**src/rtl/piso_serializer_if.sv**
```systemverilog
`default_nettype none
// ============================================================================
// piso_serializer_if : parallel-in handshake and serial-out bus for piso_serializer
// Revision: 1.0
// ============================================================================
interface piso_serializer_if #(
  parameter int WIDTH = 4
) ();
  logic [WIDTH-1:0] in_data;
  logic             in_valid;
  logic             in_ready;
  logic             sout;
  logic             sout_valid;
  logic             sout_first;

  // master = word source / serial sink, slave = the serializer
  modport master (
    output in_data, in_valid,
    input  in_ready, sout, sout_valid, sout_first
  );
  modport slave (
    input  in_data, in_valid,
    output in_ready, sout, sout_valid, sout_first
  );
endinterface
`default_nettype wire

```
**src/rtl/piso_serializer.sv**
```systemverilog
`default_nettype none
// ============================================================================
// piso_serializer : parallel-in serial-out shifter with valid/ready intake,
//                   latency 1, back-to-back frames. PISO_PARITY_EN adds an
//                   even-parity bit after each word.
// Revision: 1.0
// ============================================================================
module piso_serializer #(
  parameter int WIDTH     = 4,
  parameter bit MSB_FIRST = 1'b1
) (
  input  wire logic         clk,
  input  wire logic         reset,
  piso_serializer_if.slave  bus
);

  localparam int              CW         = $clog2(WIDTH);
  localparam logic [CW-1:0]   C_CNT_LAST = CW'(WIDTH - 1);

`ifdef PISO_PARITY_EN
  typedef enum logic [1:0] {IDLE = 2'd0, SHIFT = 2'd1, PARITY = 2'd2} state_t;
`else
  typedef enum logic [1:0] {IDLE = 2'd0, SHIFT = 2'd1} state_t;
`endif

  state_t           r_state, w_state_nxt;
  logic [CW-1:0]    r_cnt, w_cnt_nxt;
  logic [WIDTH-1:0] r_shreg, w_shreg_nxt;
  logic             r_sout, w_sout_nxt;
  logic             r_sout_valid, w_sout_valid_nxt;
  logic             r_sout_first, w_sout_first_nxt;
  logic             w_final;
  logic             w_ready;
  logic             w_accept;
`ifdef PISO_PARITY_EN
  logic             r_parity, w_parity_nxt;
`endif

  function automatic logic first_bit(input logic [WIDTH-1:0] x);
    return MSB_FIRST ? x[WIDTH-1] : x[0];
  endfunction

  // The bit just sent is dropped so the next one sits at the send position.
  function automatic logic [WIDTH-1:0] shift1(input logic [WIDTH-1:0] x);
    return MSB_FIRST ? {x[WIDTH-2:0], 1'b0} : {1'b0, x[WIDTH-1:1]};
  endfunction

  always_comb begin
`ifdef PISO_PARITY_EN
    w_final = (r_state == PARITY);
`else
    w_final = (r_state == SHIFT) && (r_cnt == '0);
`endif
    w_ready  = reset && ((r_state == IDLE) || w_final);
    w_accept = bus.in_valid && w_ready;
  end

  always_comb begin
    w_state_nxt      = r_state;
    w_cnt_nxt        = r_cnt;
    w_shreg_nxt      = r_shreg;
    w_sout_nxt       = 1'b0;
    w_sout_valid_nxt = 1'b0;
    w_sout_first_nxt = 1'b0;
`ifdef PISO_PARITY_EN
    w_parity_nxt     = r_parity;
`endif
    if (w_accept) begin
      w_state_nxt      = SHIFT;
      w_cnt_nxt        = C_CNT_LAST;
      w_shreg_nxt      = shift1(bus.in_data);
      w_sout_nxt       = first_bit(bus.in_data);
      w_sout_valid_nxt = 1'b1;
      w_sout_first_nxt = 1'b1;
`ifdef PISO_PARITY_EN
      w_parity_nxt     = ^bus.in_data;
`endif
    end else begin
      case (r_state)
        SHIFT: begin
          if (r_cnt != '0) begin
            w_cnt_nxt        = r_cnt - CW'(1);
            w_shreg_nxt      = shift1(r_shreg);
            w_sout_nxt       = first_bit(r_shreg);
            w_sout_valid_nxt = 1'b1;
          end else begin
`ifdef PISO_PARITY_EN
            w_state_nxt      = PARITY;
            w_sout_nxt       = r_parity;
            w_sout_valid_nxt = 1'b1;
`else
            w_state_nxt      = IDLE;
`endif
          end
        end
        default: w_state_nxt = IDLE;
      endcase
    end
  end

  always_ff @(posedge clk) begin
    if (!reset) begin
      r_state      <= IDLE;
      r_cnt        <= '0;
      r_shreg      <= '0;
      r_sout       <= 1'b0;
      r_sout_valid <= 1'b0;
      r_sout_first <= 1'b0;
`ifdef PISO_PARITY_EN
      r_parity     <= 1'b0;
`endif
    end else begin
      r_state      <= w_state_nxt;
      r_cnt        <= w_cnt_nxt;
      r_shreg      <= w_shreg_nxt;
      r_sout       <= w_sout_nxt;
      r_sout_valid <= w_sout_valid_nxt;
      r_sout_first <= w_sout_first_nxt;
`ifdef PISO_PARITY_EN
      r_parity     <= w_parity_nxt;
`endif
    end
  end

  assign bus.in_ready   = w_ready;
  assign bus.sout       = r_sout;
  assign bus.sout_valid = r_sout_valid;
  assign bus.sout_first = r_sout_first;

endmodule
`default_nettype wire

```
**src/flat_wrapper.sv**
```systemverilog
// flat-port wrapper written by rule: the top's interface ports become plain ports
module piso_serializer_flat 
#(
  parameter int WIDTH     = 4,
  parameter bit MSB_FIRST = 1'b1
)
  (clk, reset, bus_in_data, bus_in_valid, bus_in_ready, bus_sout, bus_sout_valid, bus_sout_first);
  piso_serializer_if #(.WIDTH(WIDTH)) bus_i ();
  input  wire logic clk;
  input  wire logic reset;
  input wire logic [$bits(bus_i.in_data)-1:0] bus_in_data;
  input wire logic [$bits(bus_i.in_valid)-1:0] bus_in_valid;
  output wire logic [$bits(bus_i.in_ready)-1:0] bus_in_ready;
  output wire logic [$bits(bus_i.sout)-1:0] bus_sout;
  output wire logic [$bits(bus_i.sout_valid)-1:0] bus_sout_valid;
  output wire logic [$bits(bus_i.sout_first)-1:0] bus_sout_first;
  assign bus_i.in_data = bus_in_data;
  assign bus_i.in_valid = bus_in_valid;
  assign bus_in_ready = bus_i.in_ready;
  assign bus_sout = bus_i.sout;
  assign bus_sout_valid = bus_i.sout_valid;
  assign bus_sout_first = bus_i.sout_first;
  piso_serializer #(.WIDTH(WIDTH), .MSB_FIRST(MSB_FIRST)) u_core (.clk(clk), .reset(reset), .bus(bus_i));
endmodule
```
**config.mk**
```make
export PLATFORM = sky130hd
export DESIGN_NAME = piso_serializer_flat
export DESIGN_NICKNAME = d
export VERILOG_FILES = /design/src/rtl/piso_serializer_if.sv /design/src/rtl/piso_serializer.sv /design/src/flat_wrapper.sv
export SDC_FILE = /design/constraint.sdc
export NUM_CORES = 1
export LEC_CHECK = 0
export ABC_AREA = 1
export CAP_MARGIN = 20
export CORE_AREA = 4 4 41 43
export CTS_CLUSTER_SIZE = 30
export DETAILED_ROUTE_END_ITERATION = 16
export DIE_AREA = 0 0 45 47
export PLACE_DENSITY = 0.51
export SLEW_MARGIN = 0
export SYNTH_ARGS = -nofsm -noshare
export SYNTH_HDL_FRONTEND = slang
export SYNTH_SLANG_ARGS = --single-unit
```
**constraint.sdc**
```tcl
create_clock -name clk -period 3.4 [get_ports clk]
set_input_delay 0.85 -clock clk [delete_from_list [all_inputs] [get_ports clk]]
set_output_delay 0.85 -clock clk [all_outputs]
set_load 0.01 [all_outputs]
```
==> impl_metrics.ini <==
[status]
status = finished, final reports clean

[timing]
maxSlewViolCount = 0
tns_ps = 0
setup_slack_ps = 338.9
hold_violations = 0
finalClockSkew_ps = 8.734
timing.final.crit_period_ps = 3061
hold_slack_ps = 468.8
setup-violations-final = 0
timing.final.crit_share_pct = 90.03
worst_pin_slew_ps = 214.3
rsz0062_at_grt = no
fmax_mhz = 326.7
slew_headroom_pct = 85.67

[clocking]
cts_inserted_buffers = 3
ctsResizeCount = 0
cts_hold_buf = 0
clk_pin_slew_ps = 70
clock_latency_ps = 270
cts_buffer_depth = 2
htree_levels = 1
cts_tree = yes
clkSinkCount = 9
cts-root-buf = clkbuf_4
post_cts_buffers = 0

[place]
dp_hpwl_um = 532.9
place.gp.congestion = 0.7908
port_buffers = 10
dp.cells = 74
place_ws_ps = 345.4

[pwr]
switching_power_w = 0.00006041
p_int_w = 0.0001729
p_seq_share_pct = 48.7
comb_power_share_pct = 15.4
p_clk_share_pct = 35.9
max-vdd-ir-drop_uv = 189.4
powerDensity_mw_per_mm2 = 448.3
p_leak_nw = 0.2334
p_sw_share_pct = 25.89

[grt]
grt_pass1_vias = 322
grt_pass1_wl_um = 1269
grt.overflow.total = 0
grt_max_degree = 9
antenna_found_initial = 0
grt_usage_pct = 9.033

[finish]
area_delta_synth_final_pct = 39.13
diodes = 0
fillers = 140
final_cells = 78
drive_gt1_share_pct = 17.46
finish.net_count = 72

[worst_hold_path]
min_path_type = register to register
whs_path_depth = 2

[routing]
drt_iter0_drc = 3
viasPerCell = 4.141
ant_nets = 0
drc_errors = 0
vias = 323
wl_per_cell_um = 8.897
first_pass_iters = 2
wl_um = 694

[critical_path]
start_kind = input port
criticalPathCategory = input port to output port
cp_max_fo = 8
worst_ep_required_time_ps = 2550
crit_path_end_kind = output port
critical_path_arrival_ps = 2210
reg2reg_depth = 9

[logic_synthesis]
async_reset_ff_share_pct = 0
synth-edff-count = 0
ys_seq_area_share_pct = 48.16
yosysUniqueCellTypes = 13
syn_avg_cell_area_sq_um = 7.635
synthMostInstantiatedCell = nand2_1
netlist_top_cells_area = dfxtp_1, nand2_1, nor2_1, inv_1, a21oi_2
syn_nets = 57
syn_inst = 49
synth_top_area_share_pct = 48.16
synth_top_cell_by_area = dfxtp_1
synth_area_sq_um = 374.1
synth_ff_type = dfxtp_1
synthTopCellsByCount = nand2_1, dfxtp_1, nor2_1, inv_1, inv_2
yosys_register_bits = 9
yosys_warnings = 0

[die]
io_pins = 11
start_util_pct = 28.75
dieHeight_um = 47
dieArea_sq_mm = 0.002115
core_area_sq_mm = 0.001301
rows = 13
die_w_um = 45

[job]
maxCapViolCount = 0
[layout by cell type, fill, tap and decap left out]
master	synthesis	routed
nand2_1	10	10
dfxtp_1	9	9
nor2_1	9	9
inv_2	3	3
nand4_1	2	2
inv_1	7	7
clkinv_2	0	1
a21oi_1	2	2
a21oi_2	2	2
ha_1	1	1
clkdlybuf4s50_1	0	10
o21ai_0	1	1
o21ai_4	1	1
nand2_2	1	1
nand3_1	1	1
clkbuf_4	0	3
[kinds of logic after synthesis]
logic type / Yosys count / synth area share [%]
and+or+nand+nor: 23 / 25.42
buffers and inverters: 10 / 10.03
DFF: 9 / 48.16
AOI/OAI and AO/OA: 6 / 13.04
adders and majority gates: 1 / 3.344
[final timing paths]
check	from	endpoint	slack, ps
setup reg to reg	u_core.r_cnt[0]	u_core.r_shreg[3]	2220
setup / recovery	reset	bus_in_ready	340
hold / removal	u_core.r_shreg[1]	u_core.r_shreg[1]	470
hold reg to reg	u_core.r_shreg[1]	u_core.r_shreg[1]	470
[layout make-up]
type	count	area [sq um]	share of cell area [%]
Multi-Input combinational cell	30	156.4	30.05
Inverter	10	37.54	7.212
Clock buffer	3	22.52	4.327
Clock inverter	1	5.005	0.9615
Sequential cell	9	180.2	34.62
Tap cell	15	18.77	3.606
Timing Repair Buffer	10	100.1	19.23
[power by group through the flow]
stage	combinational, W	clock, W	sequential, W
finish	0.0000360	0.0000837	0.000114
global route	0.0000410	0.0000964	0.000114
CTS	0.0000366	0.0000882	0.000114
detailed placement	0.0000364	0	0.000116
global placement	0.0000363	0	0.000116
floorplan	0.0000193	0	0.000117
[sequential cells by signal (all words and copies together) (netlist names)]
name,count
u_core.bus.sout_first,1
u_core.bus.sout,1
u_core.r_cnt,2
u_core.bus.sout_valid,1
u_core.r_state,1
u_core.r_shreg,3
[through the flow]
step                cell area (sq um)  power [W]  util, %
floorplan                       374.1  0.0001360        -
global placement                493.0  0.0001523    37.88
detailed placement              493.0  0.0001525    37.88
CTS                             520.5  0.0002385    40.00
global route                    520.5  0.0002518    40.00
finish                          520.5  0.0002334    40.00
[routing by layer]
metal,global-route usage (%),vias up,wire (um)
met5,0,-,0
met4,8.772,0,22
met3,4.598,4,46
met2,12.15,9,275
met1,10.09,131,349
li1,-,179,-
[critical path: stages]
cell             delay (ps)
clkdlybuf4s50_1         580
inv_2                   130
nor2_1                  110
clkdlybuf4s50_1         540
Note: power is estimated with default switching activity, not from simulation.
